## src/rtl/imm_broadcast_sequencer_pkg.sv

```systemverilog
// vec_pkg: shared immediate modes, sequencer states and default vector geometry
package vec_pkg;
    localparam int LANES_DEF      = 16;
    localparam int BEAT_LANES_DEF = 4;
    typedef enum logic [1:0] {BCAST, ZEXT8, SEXT8, RAMP} imm_mode_t;
    typedef enum logic {IDLE, ISSUE} seq_state_t;
endpackage

```

## src/rtl/imm_broadcast_sequencer_lane_gen.sv

```systemverilog
// imm_lane_gen: combinational value of one vector lane from an immediate
// Ports: imm (16-bit immediate), mode (imm_mode_t), g (global lane index),
//        value (N-bit lane value before masking)
module imm_lane_gen
    import vec_pkg::*;
#(
    parameter int N  = 16,
    parameter int GW = 4
) (
    input  logic [15:0]   imm,
    input  imm_mode_t     mode,
    input  logic [GW-1:0] g,
    output logic [N-1:0]  value
);
    // Widened copies let any N either truncate or zero/sign-extend cleanly.
    logic [N+15:0]   imm_w;
    logic [N+7:0]    z8_w;
    logic [N+7:0]    s8_w;
    logic [N+GW-1:0] g_w;
    assign imm_w = {{N{1'b0}}, imm};
    assign z8_w  = {{N{1'b0}}, imm[7:0]};
    assign s8_w  = {{N{imm[7]}}, imm[7:0]};
    assign g_w   = {{N{1'b0}}, g};
    always_comb begin
        value = mode == BCAST ? imm_w[N-1:0] :
                mode == ZEXT8 ? z8_w[N-1:0]  :
                mode == SEXT8 ? s8_w[N-1:0]  :
                                imm_w[N-1:0] + g_w[N-1:0];
    end
endmodule

```

## src/rtl/imm_broadcast_sequencer.sv

```systemverilog
// imm_broadcast_sequencer: expands one immediate request into a beat-serialised lane vector
// Ports: clk/rst (sync active-high); req_valid/req_ready/req_imm/req_mode/req_vlen request side;
//        out_valid/out_ready/out_lanes/out_mask/out_beat/out_last beat stream; busy = not IDLE
module imm_broadcast_sequencer
    import vec_pkg::*;
#(
    parameter int N          = 16,
    parameter int LANES      = LANES_DEF,
    parameter int BEAT_LANES = BEAT_LANES_DEF,
    localparam int NB        = LANES / BEAT_LANES,
    localparam int BW        = NB > 1 ? $clog2(NB) : 1,
    localparam int GW        = LANES > 1 ? $clog2(LANES) : 1
) (
    input  logic                    clk,
    input  logic                    rst,
    input  logic                    req_valid,
    output logic                    req_ready,
    input  logic [15:0]             req_imm,
    input  logic [1:0]              req_mode,
    input  logic [4:0]              req_vlen,
    output logic                    out_valid,
    input  logic                    out_ready,
    output logic [BEAT_LANES*N-1:0] out_lanes,
    output logic [BEAT_LANES-1:0]   out_mask,
    output logic [BW-1:0]           out_beat,
    output logic                    out_last,
    output logic                    busy
);
    seq_state_t    state_q, state_d;
    logic [BW-1:0] beat_q, beat_d;
    logic [15:0]   imm_q, imm_d;
    imm_mode_t     mode_q, mode_d;
    logic [4:0]    vlen_q, vlen_d;
    logic [4:0]    vlen_clamped;
    logic [31:0]   base;
    logic          active;
    logic          last_w;
    assign vlen_clamped = req_vlen > 5'(LANES) ? 5'(LANES) : req_vlen;
    assign active       = state_q == ISSUE;
    assign base         = 32'(beat_q) * 32'(BEAT_LANES);
    // A beat is final once it covers lane vlen-1, i.e. beat == ceil(vlen/BEAT_LANES)-1.
    assign last_w       = base + 32'(BEAT_LANES) >= 32'(vlen_q);
    always_ff @(posedge clk) begin
        if (rst) begin
            state_q <= IDLE;
            beat_q  <= '0;
            imm_q   <= '0;
            mode_q  <= BCAST;
            vlen_q  <= '0;
        end else begin
            state_q <= state_d;
            beat_q  <= beat_d;
            imm_q   <= imm_d;
            mode_q  <= mode_d;
            vlen_q  <= vlen_d;
        end
    end
    // Capture registers only load in IDLE, so req_* activity during ISSUE is ignored.
    // A zero-length request is consumed but leaves the FSM in IDLE.
    always_comb begin
        state_d = state_q;
        beat_d  = beat_q;
        imm_d   = imm_q;
        mode_d  = mode_q;
        vlen_d  = vlen_q;
        if (!active && req_valid) begin
            imm_d   = req_imm;
            mode_d  = imm_mode_t'(req_mode);
            vlen_d  = vlen_clamped;
            beat_d  = '0;
            state_d = vlen_clamped != 5'd0 ? ISSUE : IDLE;
        end else if (active && out_ready) begin
            beat_d  = last_w ? '0 : beat_q + 1'b1;
            state_d = last_w ? IDLE : ISSUE;
        end
    end
    assign req_ready = !active;
    assign busy      = active;
    assign out_valid = active;
    assign out_beat  = beat_q;
    assign out_last  = active && last_w;
    for (genvar k = 0; k < BEAT_LANES; k++) begin : g_lane
        logic [31:0] idx;
        logic [N-1:0] value;
        assign idx = base + 32'(k);
        imm_lane_gen #(.N(N), .GW(GW)) u_gen (
            .imm  (imm_q),
            .mode (mode_q),
            .g    (idx[GW-1:0]),
            .value(value)
        );
        assign out_mask[k]        = active && idx < 32'(vlen_q);
        assign out_lanes[k*N +: N] = out_mask[k] ? value : '0;
    end
endmodule

```

## config.mk

```make
export PLATFORM = sky130hd
export DESIGN_NAME = imm_broadcast_sequencer
export DESIGN_NICKNAME = d
export VERILOG_FILES = /design/src/rtl/imm_broadcast_sequencer_pkg.sv /design/src/rtl/imm_broadcast_sequencer_lane_gen.sv /design/src/rtl/imm_broadcast_sequencer.sv
export SDC_FILE = /design/constraint.sdc
export NUM_CORES = 1
export LEC_CHECK = 0
export BUFFER_PORTS_ARGS = -buffer_cell sky130_fd_sc_hd__buf_2
export CAP_MARGIN = 20
export CORE_MARGIN = 10
export CORE_UTILIZATION = 52
export CTS_CLUSTER_SIZE = 10
export DETAILED_ROUTE_END_ITERATION = 12
export GPL_TIMING_DRIVEN = 0
export PLACE_DENSITY_LB_ADDON = 0.05
export SYNTH_ARGS = -nofsm -noshare
export SYNTH_HDL_FRONTEND = slang
export SYNTH_SLANG_ARGS = --single-unit
```

## constraint.sdc

```tcl
create_clock -name clk -period 2.88 [get_ports clk]
set_input_delay 0.288 -clock clk [delete_from_list [all_inputs] [get_ports clk]]
set_output_delay 0.288 -clock clk [all_outputs]
set_load 0.03 [all_outputs]
```

==> impl_metrics.toml, run 1 <==
[status]
outcome = "completed"

[cts]
htree_levels = 1
cts_buffer_depth = 2
cts.sink_count = 26
clk_pin_slew_ns = 0.09
clk_latency_ns = 0.27
clockRootBuffer = "clkbuf_8"
cts_tree = "built"
numCtsBuffers = 3

[yosys]
netlist_area_um2 = 3110
yosys_register_bits = 26
async_flop_share_pct = 0
yosysUniqueCellTypes = 57
synthTopCellsByArea = "dfxtp_1, nand2_1, a21oi_1, xnor2_1, nor2_1"
synth-seq-area-share_pct = 16.73
syn_nets = 517
ys.flop_type = "dfxtp_1"
postSynthAreaPerCell_um2 = 6.548
synth_warnings = 0
synth_edf_count = 0
yosys.area.top_type_share_pct = 16.73
synthesis.instances = 475
synth_area_leader_cell = "dfxtp_1"

[detailed_routing]
vias = 3768
drt-initial-drc-count = 370
wirelength_mm = 11.33
vias_per_cell = 5.753
wl_per_cell_um = 17.29
drcViolationCount = 0
firstDrtPassIters = 5
antenna_left = 0

[sta]
fmax_ghz = 0.3584
relSlewSlack_pct = 54.46
slew_violations = 0
hold_viol_final = 0
finalSetupTns_ns = 0
finalClockSkew_ns = 0.003349
rsz0062_at_grt = "false"
final-setup-viol-count = 0
fin_crit_sh_pct = 96.88
period_needed_ns = 2.790
tightest_slew_ns = 0.6831

[critical_path]
worstSetupEndpoint = "out_lanes[61]"
crit_path_end_kind = "primary output"
crit_start = "imm_q[2]$_SDFFE_PP0P_"
timing.rr.end = "out_beat[0]$_SDFFE_PP0P_"
worstPathRequired_ns = 2.59
rr_startpoint = "out_beat[0]$_SDFFE_PP0P_"
crit_path_max_fanout = 8
cp.arrival_ns = 2.50
worstSetupPathType = "reg2out"
r2r_cells = 6
startpoint_type = "flop"
rrSetupSlack_ns = 0.98

[floorplanning]
design.core.area_um2 = 5851
die_area_um2 = 9475
num_rows = 28
num_io_pins = 101
dieHeight_um = 97.34
die_width_um = 97.34
start_util_pct = 53.17

[pwr]
swShare_pct = 36.53
power_frac_seq_pct = 36.3
p_leak_nw = 1.658
p_int_mw = 0.6948
peakVddDrop_mv = 0.4699
net-switching-power_mw = 0.4000
powerDensity_nw_per_um2 = 283.7
combinationalPowerShare_pct = 36.4
power.share.clock_pct = 27.2

[final_layout]
final_common_cell = "buf_2"
regArea_um2 = 526.8
area_growth_pct = 24.05
fill_cells = 541
fin_area_um2 = 3859
final_nets = 623
layout_common_cells = "buf_2, nand2_1, a21oi_1"
insertedDiodeCount = 0
drive_gt1_share_pct = 27.41
multi_input_comb_area_um2 = 2371

[worst_hold_path]
worst_hold_path_type = "in2reg"

[global_routing]
grt_max_degree = 16
grt_remaining_overflow = 0
grt_usage_pct = 22.46
grt_pass1_wl_mm = 18.42
antenna_found_initial = 0
grt_pass1_vias = 3644

[placed_design]
routabilityCongestion = 0.9796
dp_hpwl_mm = 8.918
dpl_cell_area_um2 = 3726
port_buffers = 99

[flow_run]
cap_violations = 0
-- routing by layer --
metal | global-route usage, % | wire, um | vias up
met1 | 29.79 | 5023 | 1733
met2 | 37.14 | 5203 | 181
met4 | 6.600 | 235 | 0
li1 | - | - | 1834
met5 | 0 | 0 | -
met3 | 2.489 | 865 | 20
-- cells by family (layout without fill, tap and decap cells) --
group                      count (synthesis)  count (layout)  share of synthesized area [%]
AOI/OAI and AO/OA                        134             134                          25.99
and+or+nand+nor                          201             201                          30.73
buffers and inverters                     59             164                          8.930
muxes                                      2               2                         0.6436
xor gates and xnor gates                  38              38                          10.70
adders and majority gates                 15              15                          6.275
DFF                                       26              26                          16.73
-- synthesized netlist by cell type, types with 3 or more instances --
master,number
a211oi_1,18
a21o_1,4
a21oi_1,63
a31oi_1,5
and2_1,5
and3_1,5
and4_1,3
buf_1,3
buf_2,15
buf_4,8
clkbuf_1,13
dfxtp_1,26
ha_1,14
inv_1,16
nand2_1,87
nand3_1,7
nand3b_1,6
nand4_1,8
nor2_1,52
nor2b_1,6
nor3_1,4
o211ai_1,3
o21ai_0,20
o21ai_1,4
or2_2,3
or3_1,4
xnor2_1,27
xor2_1,11
-- power groups by stage --
stage / registers, mW / clock network, mW / logic, mW
after floorplan: 0.403 / 0 / 0.276
after global placement: 0.405 / 0 / 0.383
after detailed placement: 0.406 / 0 / 0.389
after CTS: 0.398 / 0.302 / 0.391
after global routing: 0.401 / 0.319 / 0.434
final: 0.398 / 0.298 / 0.399
-- per-stage QoR --
step           hold slack [ns]  total power, mW  instances  setup WS (ns)  util, %
2_1_floorplan           0.4041           0.6793        475        0.05657        -
3_3_place_gp            0.4414           0.7881        649         0.2119    63.69
3_5_place_dp            0.4566           0.7953        649         0.2024    63.69
4_1_cts                 0.2428            1.092        653        0.03106    65.06
5_1_grt                 0.2378            1.153        655       0.001312    65.95
6_report                0.2449            1.095        655        0.08995    65.95
-- worst max-delay path: stages (launching register included) --
cell	delay [ns]
dfxtp_1	0.46
ha_2	0.38
ha_1	0.24
a211o_1	0.36
nand3_2	0.13
nor2_1	0.06
xnor2_1	0.13
a211oi_2	0.24
buf_2	0.23
-- flip-flops by register name, summed over array words and instances (netlist names) --
name / cells
imm_q: 16
vlen_q: 5
mode_q: 2
out_beat: 2
busy: 1
-- area by class of cell --
type                            count  share of cell area, %
Multi-Input combinational cell    390                  61.45
Buffer                             40                  5.415
Clock inverter                      1                 0.7782
Timing Repair Buffer              101                  13.36
Clock buffer                        3                  1.070
Tap cell                           75                  2.432
Sequential cell                    26                  13.65
Inverter                           19                  1.848
-- worst min-delay path by stage --
stage,cells after the start,end,slack [ns],start
floorplan,1,busy$_SDFFE_PP0P_,0.40,out_ready
global placement,2,vlen_q[3]$_SDFFE_PP0P_,0.44,vlen_q[3]$_SDFFE_PP0P_
detailed placement,2,vlen_q[3]$_SDFFE_PP0P_,0.46,vlen_q[3]$_SDFFE_PP0P_
CTS,3,imm_q[2]$_SDFFE_PP0P_,0.24,req_imm[2]
global route,3,mode_q[1]$_SDFFE_PP0P_,0.24,req_mode[1]
finish,2,busy$_SDFFE_PP0P_,0.24,out_ready
-- timing repair --
item                                    CTS  global route
hold endpoints to repair                  0             0
setup buffers                             0             2
resized for setup                         3            13
cloned                                    0             0
endpoints found under the setup margin   21            17
pin swaps                                 0             1
hold buffers                              0             0
No activity file was read; power rests on OpenSTA's default activity.
==> run 2: changes to the inputs <==
- ABC_AREA: unset -> 1
- CORE_UTILIZATION: 52 -> 53
==> run 2 against run 1 <==
Setup slack better by 0.035 ns. Via count is 15% higher. Register-to-register slack better by 0.14 ns. Sequential power is 7.8% higher. Non-clock buffer count is 17 lower. Synthesized cell count is 21% higher. Maximum frequency is 1.3% higher.
==> impl_metrics.toml, run 2 <==
[status]
outcome = "completed"

[cts]
cts_buffer_depth = 2
clk_latency_ns = 0.29
cts_tree = "built"
ctsHoldBuffers = 0
clockRootBuffer = "clkbuf_8"
cts.sink_count = 26
htree_levels = 1
numCtsBuffers = 3
clk_pin_slew_ns = 0.11

[global_routing]
grt_usage_pct = 24.75
grt_pass1_wl_mm = 20.35
grt_max_degree = 16
grt_remaining_overflow = 0
grt_pass1_vias = 4015
antenna_found_initial = 0

[critical_path]
startpoint_type = "flop"
cp.arrival_ns = 2.47
r2r_cells = 5
crit_path_end_kind = "primary output"
worstSetupPathType = "reg2out"
rr_startpoint = "busy$_SDFFE_PP0P_"
worstPathRequired_ns = 2.59
crit_path_max_fanout = 7
crit_start = "out_beat[0]$_SDFFE_PP0P_"

[floorplanning]
die_width_um = 99.14
start_util_pct = 55.41
design.core.area_um2 = 5991
num_rows = 28
num_io_pins = 101
die_area_um2 = 9829
dieHeight_um = 99.14

[yosys]
synth_warnings = 0
netlist_area_um2 = 3319
synth_commonest_cells = "nand2_1, a21oi_1, nand3_1, inv_1, nor2_1"
synth_area_leader_cell = "dfxtp_1"
yosysUniqueCellTypes = 40
ys.flop_type = "dfxtp_1"
postSynthAreaPerCell_um2 = 5.763
synth_edf_count = 0
yosys_register_bits = 26
async_flop_share_pct = 0
syn_nets = 618
yosys.area.top_type_share_pct = 15.68
synthTopCellsByArea = "dfxtp_1, nand2_1, a21oi_1, nand3_1, inv_1"
synthesis.instances = 576
synth-seq-area-share_pct = 15.68
yosysMostFrequentCell = "nand2_1"

[placed_design]
post-place-cells = 751
pre_cts_ws_ns = 0.2370
port_buffers = 100
dp_hpwl_mm = 9.968
routabilityCongestion = 0.9822

[flow_run]
cap_violations = 0

[pwr]
powerDensity_nw_per_um2 = 335.3
p_leak_nw = 2.155
peakVddDrop_mv = 0.3157
totalPowerFinal_mw = 1.348

[detailed_routing]
antenna_left = 0
vias_per_cell = 5.746
vias = 4350
wl_per_cell_um = 16.90
firstDrtPassIters = 5
drcViolationCount = 0
wirelength_mm = 12.80
drt-initial-drc-count = 346

[sta]
fmax_ghz = 0.3630
relSlewSlack_pct = 54.82
timing.final.ws_setup_ns = 0.1252
hold_slack_ns = 0.1990
hold_viol_final = 0
finalClockSkew_ns = 0.005238
period_needed_ns = 2.755
slew_violations = 0
finalSetupTns_ns = 0
final-setup-viol-count = 0
fin_crit_sh_pct = 95.65
tightest_slew_ns = 0.6777
rsz0062_at_grt = "false"

[final_layout]
final_common_cell = "nand2_1"
layout_common_cells = "nand2_1, buf_2, a21oi_1"
area_growth_pct = 21.07
fill_cells = 604
drive_gt1_share_pct = 26.83
largestRegisters = "imm_q: 16 flops, vlen_q: 5 flops"
insertedDiodeCount = 0
top_register = "imm_q"
fin_cells = 757
final_nets = 725
largest_reg_flops = 16

[worst_hold_path]
min_from = "rst"
worst_hold_path_type = "in2reg"
min_path_cells = 2
==> run 2: logic make-up (layout without fill, tap and decap cells) <==
| family | after synthesis | in the layout | share of synthesized area [%] |
|---|---|---|---|
| and+or+nand+nor | 297 | 297 | 42.44 |
| adders and majority gates | 15 | 15 | 5.880 |
| xor gates and xnor gates | 8 | 8 | 2.111 |
| AOI/OAI and AO/OA | 131 | 131 | 21.49 |
| DFF | 26 | 26 | 15.68 |
| buffers and inverters | 98 | 204 | 12.10 |
| muxes | 1 | 1 | 0.3016 |
==> run 2: cell type report <==
cell class / count / area (um^2) / share of cell area [%]
well taps: 75 / 93.84 / 2.335
multi-input cells: 452 / 2401 / 59.74
inverters: 76 / 291.5 / 7.254
flip-flops and latches: 26 / 523.0 / 13.01
clock buffers: 3 / 41.29 / 1.027
repair buffers: 102 / 528.0 / 13.14
plain buffers: 22 / 110.1 / 2.740
clock inverters: 1 / 30.03 / 0.7472
==> run 2: worst max-delay path, cell delays in order, from the launching register on <==
cell	delay, ns
dfxtp_2	0.46
inv_1	0.12
ha_1	0.36
inv_1	0.05
nand4_1	0.24
inv_1	0.14
nor2_4	0.24
inv_2	0.13
nor3_1	0.18
buf_2	0.24
==> run 2: metal layers <==
metal	part of all wire, %	wire, um	vias to the layer above	GRT usage, %
li1	-	-	2102	-
met1	41	5217	1985	31.44
met2	46	5848	239	41.13
met3	12	1482	24	5.536
met4	1.9	248	0	6.395
met5	0	0	-	0
==> run 2: timing repair <==
item                       CTS  global route
setup buffers                0             2
gates resized for setup      1             2
setup endpoints to repair    7             7
pin swaps                    0             1
==> run 2: final timing paths <==
check / endpoint / slack [ns]
worst max-delay path: out_lanes[39] / 0.13
worst min-delay path: vlen_q[4]$_SDFFE_PP0P_ / 0.20
worst max register to register: imm_q[10]$_SDFFE_PP0P_ / 1.12
worst min register to register: vlen_q[4]$_SDFFE_PP0P_ / 0.52
==> run 2: where the power goes <==
group | switching (mW) | internal, mW
registers | 0.0409 | 0.388
clock network | 0.143 | 0.187
logic | 0.425 | 0.164
==> run 2: per-stage QoR <==
| step | utilization, % | cell area, um^2 |
|---|---|---|
| finish | 67.08 | 4019 |
| global route | 67.08 | 4019 |
| CTS | 66.54 | 3986 |
| detailed placement | 65.33 | 3914 |
| global placement | 65.33 | 3914 |
| floorplan | - | 3319 |
==> run 3: changes to the inputs <==
- clock period: 2.88 -> 2.8 ns (I/O delays scaled with it)
==> run 3 against run 2 <==
First-iteration DRC count down 4.0%. Cell count up 0.26%. Clock power up 3%. Worst hold slack worse by 0.0099 ns. Register-to-register slack worse by 0.11 ns. Design area up 0.53%. Utilization up 0.36 points. Combinational power up 3%. Clock skew about the same.
==> impl_metrics.toml, run 3 (synthesis gave the netlist of run 2 again) <==
[global_routing]
grt_pass1_wl_mm = 20.35
grt_remaining_overflow = 0
grt_max_degree = 16
grt_usage_pct = 24.75
antenna_found_initial = 0
grt_pass1_vias = 4013

[floorplanning]
die_area_um2 = 9829
dieHeight_um = 99.14
die_width_um = 99.14
design.core.area_um2 = 5991
num_io_pins = 101
num_rows = 28
start_util_pct = 55.41

[cts]
clockRootBuffer = "clkbuf_8"
cts_tree = "built"
htree_levels = 1
clk_latency_ns = 0.30
clk_pin_slew_ns = 0.11
cts.sink_count = 26
cts_buffer_depth = 2
numCtsBuffers = 3
ctsHoldBuffers = 0

[detailed_routing]
drt-initial-drc-count = 332
firstDrtPassIters = 6
wl_per_cell_um = 16.84
vias_per_cell = 5.739
wirelength_mm = 12.78
antenna_left = 0
vias = 4356
drcViolationCount = 0

[critical_path]
crit_path_end_kind = "primary output"
crit_path_max_fanout = 9
worstSetupPathType = "reg2out"
crit_start = "out_beat[1]$_SDFFE_PP0P_"
worstPathRequired_ns = 2.52
cp.arrival_ns = 2.35
startpoint_type = "flop"
rr_startpoint = "busy$_SDFFE_PP0P_"

[pwr]
p_leak_nw = 2.162
totalPowerFinal_mw = 1.389
powerDensity_nw_per_um2 = 343.9
peakVddDrop_mv = 0.3252

[final_layout]
top_register = "imm_q"
largest_reg_flops = 16
fill_cells = 604
postLayoutCoreUtil_pct = 67.44
largestRegisters = "imm_q: 16 flops, vlen_q: 5 flops"
insertedDiodeCount = 0
final_nets = 727
area_growth_pct = 21.71
drive_gt1_share_pct = 27.34
layout_common_cells = "nand2_1, buf_2, a21oi_1"
final_common_cell = "nand2_1"

[placed_design]
dp_hpwl_mm = 9.968
pre_cts_ws_ns = 0.1650
port_buffers = 100
routabilityCongestion = 0.9822

[sta]
hold_viol_final = 0
final-setup-viol-count = 0
fmax_ghz = 0.3799
relSlewSlack_pct = 55.89
period_needed_ns = 2.632
rsz0062_at_grt = "false"
hold_slack_ns = 0.1891
timing.final.ws_setup_ns = 0.1675
finalClockSkew_ns = 0.005469
tightest_slew_ns = 0.6617
finalSetupTns_ns = 0
fin_crit_sh_pct = 94.02
slew_violations = 0

[status]
outcome = "completed"

[worst_hold_path]
worst_hold_path_type = "in2reg"
min_from = "rst"

[flow_run]
cap_violations = 0
## run 3: changes by cell type in the layout (fill, tap and decap cells not counted)
cell	before	now
dfxtp_4	0	1
buf_4	4	6
ha_2	0	1
ha_1	14	13
dfxtp_1	24	23
## run 3: worst paths after layout
kind	slack, ns	depth (start not counted)	to
max	0.17	11	out_lanes[39]
max reg2reg	1.01	5	imm_q[10]$_SDFFE_PP0P_
min	0.19	2	vlen_q[4]$_SDFFE_PP0P_
min reg2reg	0.52	2	vlen_q[4]$_SDFFE_PP0P_
## run 3: through the flow
stage                     std cells  area, um^2
after CTS                       755        3986
after floorplan                 576        3319
after global placement          751        3914
final                           759        4040
after global routing            759        4040
after detailed placement        751        3914
## run 3: critical path: stages (launching register included)
cell and delay (ns):
dfxtp_1 0.45, ha_1 0.28, inv_1 0.06, nor2_1 0.05
nand2_1 0.07, nand2_1 0.10, clkinv_1 0.09, nand2_4 0.13
nor2_4 0.26, inv_2 0.14, nor3_1 0.20, buf_2 0.24
## run 3: repair_timing
action / CTS / global route
endpoints found under the hold margin: 0 / 0
gates cloned: 0 / 0
pin swaps: 1 / 1
buffers inserted: 0 / 4
endpoints found under the setup margin: 18 / 16
resized for setup: 1 / 5
## run 3: final cells by class
cell class              count  area, um^2  share of cell area, %
multi-input cells         452        2404                  59.49
plain buffers              22       110.1                  2.725
clock buffers               3       41.29                  1.022
well taps                  75       93.84                  2.323
clock inverters             1       30.03                 0.7433
flip-flops and latches     26       526.8                  13.04
repair buffers            104       543.0                  13.44
inverters                  76       291.5                  7.216
## run 3: power breakdown
part / internal, mW / total [mW] / switching (mW)
clock: 0.192 / 0.341 / 0.149
sequential: 0.399 / 0.441 / 0.0419
combinational: 0.170 / 0.607 / 0.437
total: 0.761 / 1.39 / 0.628
## run 3: per-layer routing
metal | up-vias | global-route usage [%] | routed length (um)
li1 | 2110 | - | -
met1 | 1988 | 31.44 | 5334
met2 | 235 | 41.13 | 5872
met3 | 23 | 5.536 | 1356
met4 | 0 | 6.395 | 220
met5 | - | 0 | 0
